<file path="src/rtl/health_bar_ctrl.sv">
// health_bar_ctrl: round/health sequencer for the two on-screen health bars.
// Holds each player's HP, animates the displayed fill toward HP once per frame,
// declares KO, and maps DrawX/DrawY onto bar sprite coordinates with a fill flag.
module health_bar_ctrl #(
    parameter int unsigned HP_MAX   = 100,
    parameter int unsigned DMG      = 25,
    parameter int unsigned FILL_STP = 2,
    parameter int unsigned DRN_STP  = 1,
    parameter int unsigned P1_X     = 16,
    parameter int unsigned P2_X     = 480,
    parameter int unsigned BAR_Y    = 16
) (
    input  logic       Clk,
    input  logic       Reset,
    input  logic       frame_tick,
    input  logic       round_start,
    input  logic       hit_p1,
    input  logic       hit_p2,
    input  logic [9:0] DrawX,
    input  logic [9:0] DrawY,
    output logic       hit_ack_p1,
    output logic       hit_ack_p2,
    output logic [6:0] hp_p1,
    output logic [6:0] hp_p2,
    output logic       ko_valid,
    output logic [1:0] winner,
    output logic       in_bar,
    output logic       bar_sel,
    output logic [3:0] spr_row,
    output logic [7:0] spr_col,
    output logic       fill_on
);

    localparam logic [6:0] HP_MAX_C = 7'(HP_MAX);
    localparam logic [6:0] DMG_C    = 7'(DMG);
    localparam logic [6:0] FILL_C   = 7'(FILL_STP);
    localparam logic [6:0] DRN_C    = 7'(DRN_STP);

    // Bar rectangles: 144 wide by 12 high, inclusive bounds.
    localparam logic [9:0] P1_L = 10'(P1_X);
    localparam logic [9:0] P1_R = 10'(P1_X + 143);
    localparam logic [9:0] P2_L = 10'(P2_X);
    localparam logic [9:0] P2_R = 10'(P2_X + 143);
    localparam logic [9:0] Y_T  = 10'(BAR_Y);
    localparam logic [9:0] Y_B  = 10'(BAR_Y + 11);

    // Fill window: dive grows right from column 36, kick grows left ending at column 103.
    localparam logic [8:0] DIVE_ORG = 9'd36;
    localparam logic [8:0] KICK_END = 9'd104;
    localparam logic [3:0] ROW_LO   = 4'd2;
    localparam logic [3:0] ROW_HI   = 4'd9;

    typedef enum logic [2:0] {
        IDLE  = 3'd0,
        FILL  = 3'd1,
        FIGHT = 3'd2,
        DRAIN = 3'd3,
        KO    = 3'd4
    } state_t;

    state_t     state_q, state_d;
    logic [6:0] hp_p1_q, hp_p1_d, hp_p2_q, hp_p2_d;
    logic [6:0] disp_p1_q, disp_p1_d, disp_p2_q, disp_p2_d;
    logic       ack_p1_q, ack_p1_d, ack_p2_q, ack_p2_d;
    logic       ko_valid_q, ko_valid_d;
    logic [1:0] winner_q, winner_d;
    logic       p1_dead_s, p2_dead_s;

    logic       in_bar_q, in_bar_d;
    logic       bar_sel_q, bar_sel_d;
    logic [3:0] spr_row_q, spr_row_d;
    logic [7:0] spr_col_q, spr_col_d;
    logic       fill_on_q, fill_on_d;

    logic       row_hit_s, in_p1_s, in_p2_s, dive_s, kick_s;
    logic [3:0] row_s;
    logic [7:0] col_s;
    logic [8:0] col9_s;

    // Saturating add that never exceeds ceil.
    function automatic logic [6:0] sat_add(input logic [6:0] val, input logic [6:0] step,
                                           input logic [6:0] ceil);
        logic [7:0] sum;
        sum = {1'b0, val} + {1'b0, step};
        if (sum >= {1'b0, ceil}) begin
            sat_add = ceil;
        end else begin
            sat_add = sum[6:0];
        end
    endfunction

    // Saturating subtract that never goes below floor (and never wraps).
    function automatic logic [6:0] sat_sub(input logic [6:0] val, input logic [6:0] step,
                                           input logic [6:0] floor);
        if (val <= floor) begin
            sat_sub = val;
        end else if ((val - floor) > step) begin
            sat_sub = val - step;
        end else begin
            sat_sub = floor;
        end
    endfunction

    // Round sequencer: next state, HP, displayed fill, acks and winner.
    always_comb begin
        state_d   = state_q;
        hp_p1_d   = hp_p1_q;
        hp_p2_d   = hp_p2_q;
        disp_p1_d = disp_p1_q;
        disp_p2_d = disp_p2_q;
        ack_p1_d  = 1'b0;
        ack_p2_d  = 1'b0;
        winner_d  = winner_q;
        p1_dead_s = 1'b0;
        p2_dead_s = 1'b0;
        if (round_start) begin
            // A new round overrides everything, including a same-cycle hit.
            state_d   = FILL;
            hp_p1_d   = HP_MAX_C;
            hp_p2_d   = HP_MAX_C;
            disp_p1_d = 7'd0;
            disp_p2_d = 7'd0;
            winner_d  = 2'b00;
        end else begin
            case (state_q)
                IDLE: begin
                    state_d = IDLE;
                end
                FILL: begin
                    disp_p1_d = frame_tick ? sat_add(disp_p1_q, FILL_C, HP_MAX_C) : disp_p1_q;
                    disp_p2_d = frame_tick ? sat_add(disp_p2_q, FILL_C, HP_MAX_C) : disp_p2_q;
                    state_d   = (frame_tick && (disp_p1_d == HP_MAX_C) && (disp_p2_d == HP_MAX_C))
                                ? FIGHT : FILL;
                end
                FIGHT: begin
                    hp_p1_d   = hit_p1 ? sat_sub(hp_p1_q, DMG_C, 7'd0) : hp_p1_q;
                    hp_p2_d   = hit_p2 ? sat_sub(hp_p2_q, DMG_C, 7'd0) : hp_p2_q;
                    ack_p1_d  = hit_p1;
                    ack_p2_d  = hit_p2;
                    disp_p1_d = frame_tick ? sat_sub(disp_p1_q, DRN_C, hp_p1_d) : disp_p1_q;
                    disp_p2_d = frame_tick ? sat_sub(disp_p2_q, DRN_C, hp_p2_d) : disp_p2_q;
                    p1_dead_s = (hp_p1_d == 7'd0);
                    p2_dead_s = (hp_p2_d == 7'd0);
                    // Winner bits: bit1 set when P1 is down, bit0 set when P2 is down.
                    state_d   = (p1_dead_s || p2_dead_s) ? DRAIN : FIGHT;
                    winner_d  = (p1_dead_s || p2_dead_s) ? {p1_dead_s, p2_dead_s} : winner_q;
                end
                DRAIN: begin
                    disp_p1_d = frame_tick ? sat_sub(disp_p1_q, DRN_C, hp_p1_q) : disp_p1_q;
                    disp_p2_d = frame_tick ? sat_sub(disp_p2_q, DRN_C, hp_p2_q) : disp_p2_q;
                    state_d   = (frame_tick && (disp_p1_d == hp_p1_q) && (disp_p2_d == hp_p2_q))
                                ? KO : DRAIN;
                end
                KO: begin
                    state_d = KO;
                end
                default: begin
                    state_d = IDLE;
                end
            endcase
        end
        ko_valid_d = (state_d == KO);
    end

    // Sequencer state and registered round outputs.
    always_ff @(posedge Clk or posedge Reset) begin
        if (Reset) begin
            state_q    <= IDLE;
            hp_p1_q    <= 7'd0;
            hp_p2_q    <= 7'd0;
            disp_p1_q  <= 7'd0;
            disp_p2_q  <= 7'd0;
            ack_p1_q   <= 1'b0;
            ack_p2_q   <= 1'b0;
            ko_valid_q <= 1'b0;
            winner_q   <= 2'b00;
        end else begin
            state_q    <= state_d;
            hp_p1_q    <= hp_p1_d;
            hp_p2_q    <= hp_p2_d;
            disp_p1_q  <= disp_p1_d;
            disp_p2_q  <= disp_p2_d;
            ack_p1_q   <= ack_p1_d;
            ack_p2_q   <= ack_p2_d;
            ko_valid_q <= ko_valid_d;
            winner_q   <= winner_d;
        end
    end

    // Pixel map: bar hit test, sprite coordinates and fill window.
    always_comb begin
        row_hit_s = (DrawY >= Y_T) && (DrawY <= Y_B);
        in_p1_s   = row_hit_s && (DrawX >= P1_L) && (DrawX <= P1_R);
        in_p2_s   = row_hit_s && (DrawX >= P2_L) && (DrawX <= P2_R);
        row_s     = 4'(DrawY - Y_T);
        col_s     = in_p2_s ? 8'(DrawX - P2_L) : 8'(DrawX - P1_L);
        col9_s    = {1'b0, col_s};
        dive_s    = (col9_s >= DIVE_ORG) && (col9_s < (DIVE_ORG + {2'b00, disp_p1_q}));
        kick_s    = (col9_s < KICK_END) && ((col9_s + {2'b00, disp_p2_q}) >= KICK_END);
        in_bar_d  = in_p1_s || in_p2_s;
        bar_sel_d = in_p2_s;
        spr_row_d = in_bar_d ? row_s : 4'd0;
        spr_col_d = in_bar_d ? col_s : 8'd0;
        fill_on_d = in_bar_d && (row_s >= ROW_LO) && (row_s <= ROW_HI)
                    && (in_p2_s ? kick_s : dive_s);
    end

    // Pixel outputs, one cycle behind DrawX/DrawY.
    always_ff @(posedge Clk or posedge Reset) begin
        if (Reset) begin
            in_bar_q  <= 1'b0;
            bar_sel_q <= 1'b0;
            spr_row_q <= 4'd0;
            spr_col_q <= 8'd0;
            fill_on_q <= 1'b0;
        end else begin
            in_bar_q  <= in_bar_d;
            bar_sel_q <= bar_sel_d;
            spr_row_q <= spr_row_d;
            spr_col_q <= spr_col_d;
            fill_on_q <= fill_on_d;
        end
    end

    assign hit_ack_p1 = ack_p1_q;
    assign hit_ack_p2 = ack_p2_q;
    assign hp_p1      = hp_p1_q;
    assign hp_p2      = hp_p2_q;
    assign ko_valid   = ko_valid_q;
    assign winner     = winner_q;
    assign in_bar     = in_bar_q;
    assign bar_sel    = bar_sel_q;
    assign spr_row    = spr_row_q;
    assign spr_col    = spr_col_q;
    assign fill_on    = fill_on_q;

endmodule

</file>
<file path="config.mk">
export PLATFORM = sky130hd
export DESIGN_NAME = health_bar_ctrl
export DESIGN_NICKNAME = d
export VERILOG_FILES = /design/src/rtl/health_bar_ctrl.sv
export SDC_FILE = /design/constraint.sdc
export NUM_CORES = 1
export LEC_CHECK = 0
export ABC_AREA = 1
export ABC_CLOCK_PERIOD_IN_PS = 4800
export BUFFER_PORTS_ARGS = -buffer_cell sky130_fd_sc_hd__buf_4
export CELL_PAD_IN_SITES_DETAIL_PLACEMENT = 0
export CELL_PAD_IN_SITES_GLOBAL_PLACEMENT = 2
export CORE_ASPECT_RATIO = 0.8
export CORE_UTILIZATION = 36
export CTS_BUF_LIST = sky130_fd_sc_hd__clkbuf_4 sky130_fd_sc_hd__clkbuf_8 sky130_fd_sc_hd__clkbuf_16
export DETAILED_ROUTE_END_ITERATION = 10
export GPL_ROUTABILITY_DRIVEN = 0
export PLACE_DENSITY = 0.86
export SYNTH_ARGS = -nofsm -noshare
export SYNTH_HDL_FRONTEND = slang
export SYNTH_SLANG_ARGS = --single-unit
</file>
<file path="constraint.sdc">
create_clock -name Clk -period 4.8 [get_ports Clk]
set_input_delay 0.24 -clock Clk [delete_from_list [all_inputs] [get_ports Clk]]
set_output_delay 0.24 -clock Clk [all_outputs]
set_load 0.02 [all_outputs]
</file>
==> flow_summary.json <==
{
  "outcome": "complete, no violations",
  "muxShareOfSynthArea_pct": 0,
  "die_w_microns": 148.0,
  "hold_class": "primary input to async pin",
  "syn-num-nets": 1046,
  "cts_resized": 0,
  "synth_compound_area_share_pct": 13.90,
  "avgSynthCellArea_sq_um": 6.447,
  "cts_max_level": 2,
  "area_growth_pct": 14.35,
  "crit_required_ns": 5.02,
  "ys.flop_type": "dfrtp_1",
  "place_ws_ns": 0.9930,
  "yosys_warnings": 0,
  "grt_pass1_wl_mm": 33.05,
  "synth-xor-area-share_pct": 4.995,
  "via_count": 6567,
  "synthesis.area_sq_mm": 0.006137,
  "synth_adder_area_share_pct": 14.48,
  "max_freq_mhz": 259.3,
  "die_area_sq_mm": 0.01758,
  "grt_usage_pct": 24.13,
  "ant_nets": 0,
  "cts-buffers-inserted": 5,
  "grt_pass1_vias": 6098,
  "num_rows": 42,
  "fin_crit_ns": 3.856,
  "worstMarginPinSlew_ns": 0.8523,
  "synth-simple-area-share_pct": 36.37,
  "clockBufferDepth": 2,
  "drt-total-wl_mm": 20.80,
  "fin_hold_ws_ns": 0.1222,
  "grt_start_max_net_pins": 52,
  "critical_path_class": "register to register",
  "fin_worst_skew_ns": 0.004961,
  "overflow": 0,
  "synth_top_family_by_area": "simple AND/OR/NAND/NOR gates",
  "synth-edff-count": 0,
  "nets": 1104,
  "cpMostUsedCell": "nor2_1",
  "drtIter0Drc": 504,
  "post_drt_wl_per_cell_microns": 16.90,
  "antenna_found_initial": 0,
  "synth_seq_cells": 51,
  "die_h_microns": 118.8,
  "r2r-start": "hp_p1[0]",
  "peakVddDrop_v": 0.0001471,
  "worstSkewPairLatency_ns": 0.30,
  "startpoint": "hp_p1[0]",
  "timing.final.crit_share_pct": 80.33,
  "cp_slowest_stage_delay_ns": 0.49,
  "slew_headroom_pct": 41.71,
  "seq_area_frac_synth_pct": 20.80,
  "drc": 0,
  "setup_violations": 0,
  "n_antenna_cell": 0,
  "powerDensity_mw_per_mm2": 181.8,
  "io_buffers": 59,
  "cp_slowest_cell": "dfrtp_1",
  "cts_tree": "done",
  "synth.distinct_cells": 50,
  "drtPass1Iterations": 5,
  "synthCells": 952,
  "hold_viol_final": 0,
  "maxCapViolCount": 0,
  "clock_sinks": 51,
  "initial_core_util_pct": 36.96,
  "clk_pin_slew_worst_paths_ns": 0.07,
  "io_pins": 60,
  "path_cells": "inv_1, ha_1, nand2_1, nor2_1, nor2_1, nand2_1, o22ai_1, inv_1, ha_1, nand2_1, o21ai_0, a21o_1, a21oi_1, nor2_1, nor2_1, nor2_1, o22ai_1, nand2_1, nand2_1, nor2_1, nand3_1, o21ai_0",
  "via_per_inst": 5.335,
  "holdBufCountCts": 0,
  "setup_tns_ns": 0,
  "fill_cells": 1829,
  "cts_root_buf": "clkbuf_16",
  "crit_fanout": 7,
  "arrival_ns": 4.08,
  "p_total_uw": 1276,
  "core_sq_mm": 0.01661,
  "layout-drive-gt1-share_pct": 11.08,
  "start_kind": "register",
  "leakagePower_uw": 0.003635,
  "worst_slack_ns": 0.9442,
  "rsz0062_at_grt": "no",
  "hpwl_mm": 16.12,
  "maxSlewViolCount": 0,
  "ys_async_sr_fraction_pct": 100.0,
  "setup.worst_path.end_class": "register",
  "postCtsSetupRepairBufs": 0
}
==> flip-flops by register name (all words and copies together), names as in the netlist <==
signal and count:
bar_sel 1, disp_p1_q 7, disp_p2_q 7, fill_on 1, hit_ack_p1 1, hit_ack_p2 1, hp_p1 7, hp_p2 7
in_bar 1, ko_valid 1, spr_col 8, spr_row 4, state_q 3, winner 2
==> Yosys cell counts, types with 2 or more instances <==
master	instances	area (sq um)
a21boi_0	3	22.52
a21oi_1	50	250.2
a22oi_1	4	30.03
a31oi_1	2	12.51
buf_1	2	7.510
buf_2	5	25.02
clkbuf_1	7	26.28
clkinv_1	2	7.510
dfrtp_1	51	1276
fa_1	5	100.1
ha_1	63	788.3
inv_1	124	465.5
inv_2	10	37.54
nand2_1	257	964.7
nand2_2	7	43.79
nand3_1	105	525.5
nand3_2	4	40.04
nand3_4	2	35.03
nand3b_1	2	15.01
nand4_1	27	168.9
nor2_1	68	255.2
nor2_2	5	31.28
nor3_1	14	70.07
o2111ai_1	2	17.52
o211ai_1	6	45.04
o21a_1	2	15.01
o21ai_0	36	180.2
o21ai_1	10	50.05
o21bai_1	3	22.52
o22ai_1	19	118.9
or2_2	3	18.77
xnor2_1	9	78.83
xor2_1	26	227.7
==> layout make-up <==
type | instances | area, sq um | area share [%]
inverters | 137 | 516.7 | 7.363
repair buffers | 66 | 495.5 | 7.060
well taps | 220 | 275.3 | 3.922
flip-flops and latches | 51 | 1276 | 18.19
clock inverters | 2 | 35.03 | 0.4992
clock buffers | 6 | 138.9 | 1.979
multi-input cells | 749 | 4280 | 60.99
==> layout by cell type (no fill, tap or decap), types with 5 or more instances in the layout <==
cell type and count:
fa_1 5, clkbuf_16 5, nand2_2 7, nor3_1 14
a21oi_1 50, xor2_1 26, o21ai_0 36, ha_1 63
inv_2 11, dfrtp_1 51, nand3_1 105, o21ai_1 10
nor2_1 68, o211ai_1 6, nor2_2 5, o22ai_1 19
nand4_1 27, inv_1 123, nand2_1 257, buf_4 66
xnor2_1 9
==> metal layers <==
layer	track usage [%]	routed length, microns	share of wire (%)	up-vias
met5	0	0	0	-
met4	4.381	227	1.1	0
met3	4.170	1441	6.9	24
met2	35.68	8473	41	249
met1	36.37	10660	51	3012
li1	-	-	-	3282
==> kinds of logic after synthesis <==
group	after synthesis
simple gates	500
buf+inv	152
compound gates	146
fa+ha+maj	68
flops	51
xor+xnor	35
==> through the flow <==
step                      instances  util [%]  area, sq um
final                          1231     42.26         7018
after detailed placement       1223     41.21         6844
after global routing           1231     42.26         7018
after CTS                      1231     42.26         7018
after floorplan                 952         -         6137
after global placement         1223     41.21         6844
==> power breakdown <==
part / internal, uW / total [uW] / switching [uW]
clock: 260 / 446 / 186
sequential: 435 / 457 / 22.6
combinational: 134 / 372 / 238
total: 829 / 1280 / 447
==> critical path: cells and delay by family, from the launching register on <==
family	cells	cell delay (ns)
AO/OA/AOI/OAI	6	0.95
adder cells (fa/ha/maj)	2	0.59
buffers and inverters	2	0.37
flip-flops	1	0.49
AND/OR/NAND/NOR	12	1.36
==> path summary, 6_finish.rpt <==
path / end / slack [ns] / depth (start not counted)
min reg2reg: winner[0] / 0.54 / 2
max in group asynchronous: hit_ack_p1 / 4.19 / 3
max: disp_p1_q[2] / 0.94 / 22
min: spr_col[5] / 0.12 / 3
max reg2reg: disp_p1_q[2] / 0.94 / 22
min in group Clk: spr_row[0] / 0.15 / 3
No activity file was read; power rests on OpenSTA's default activity.
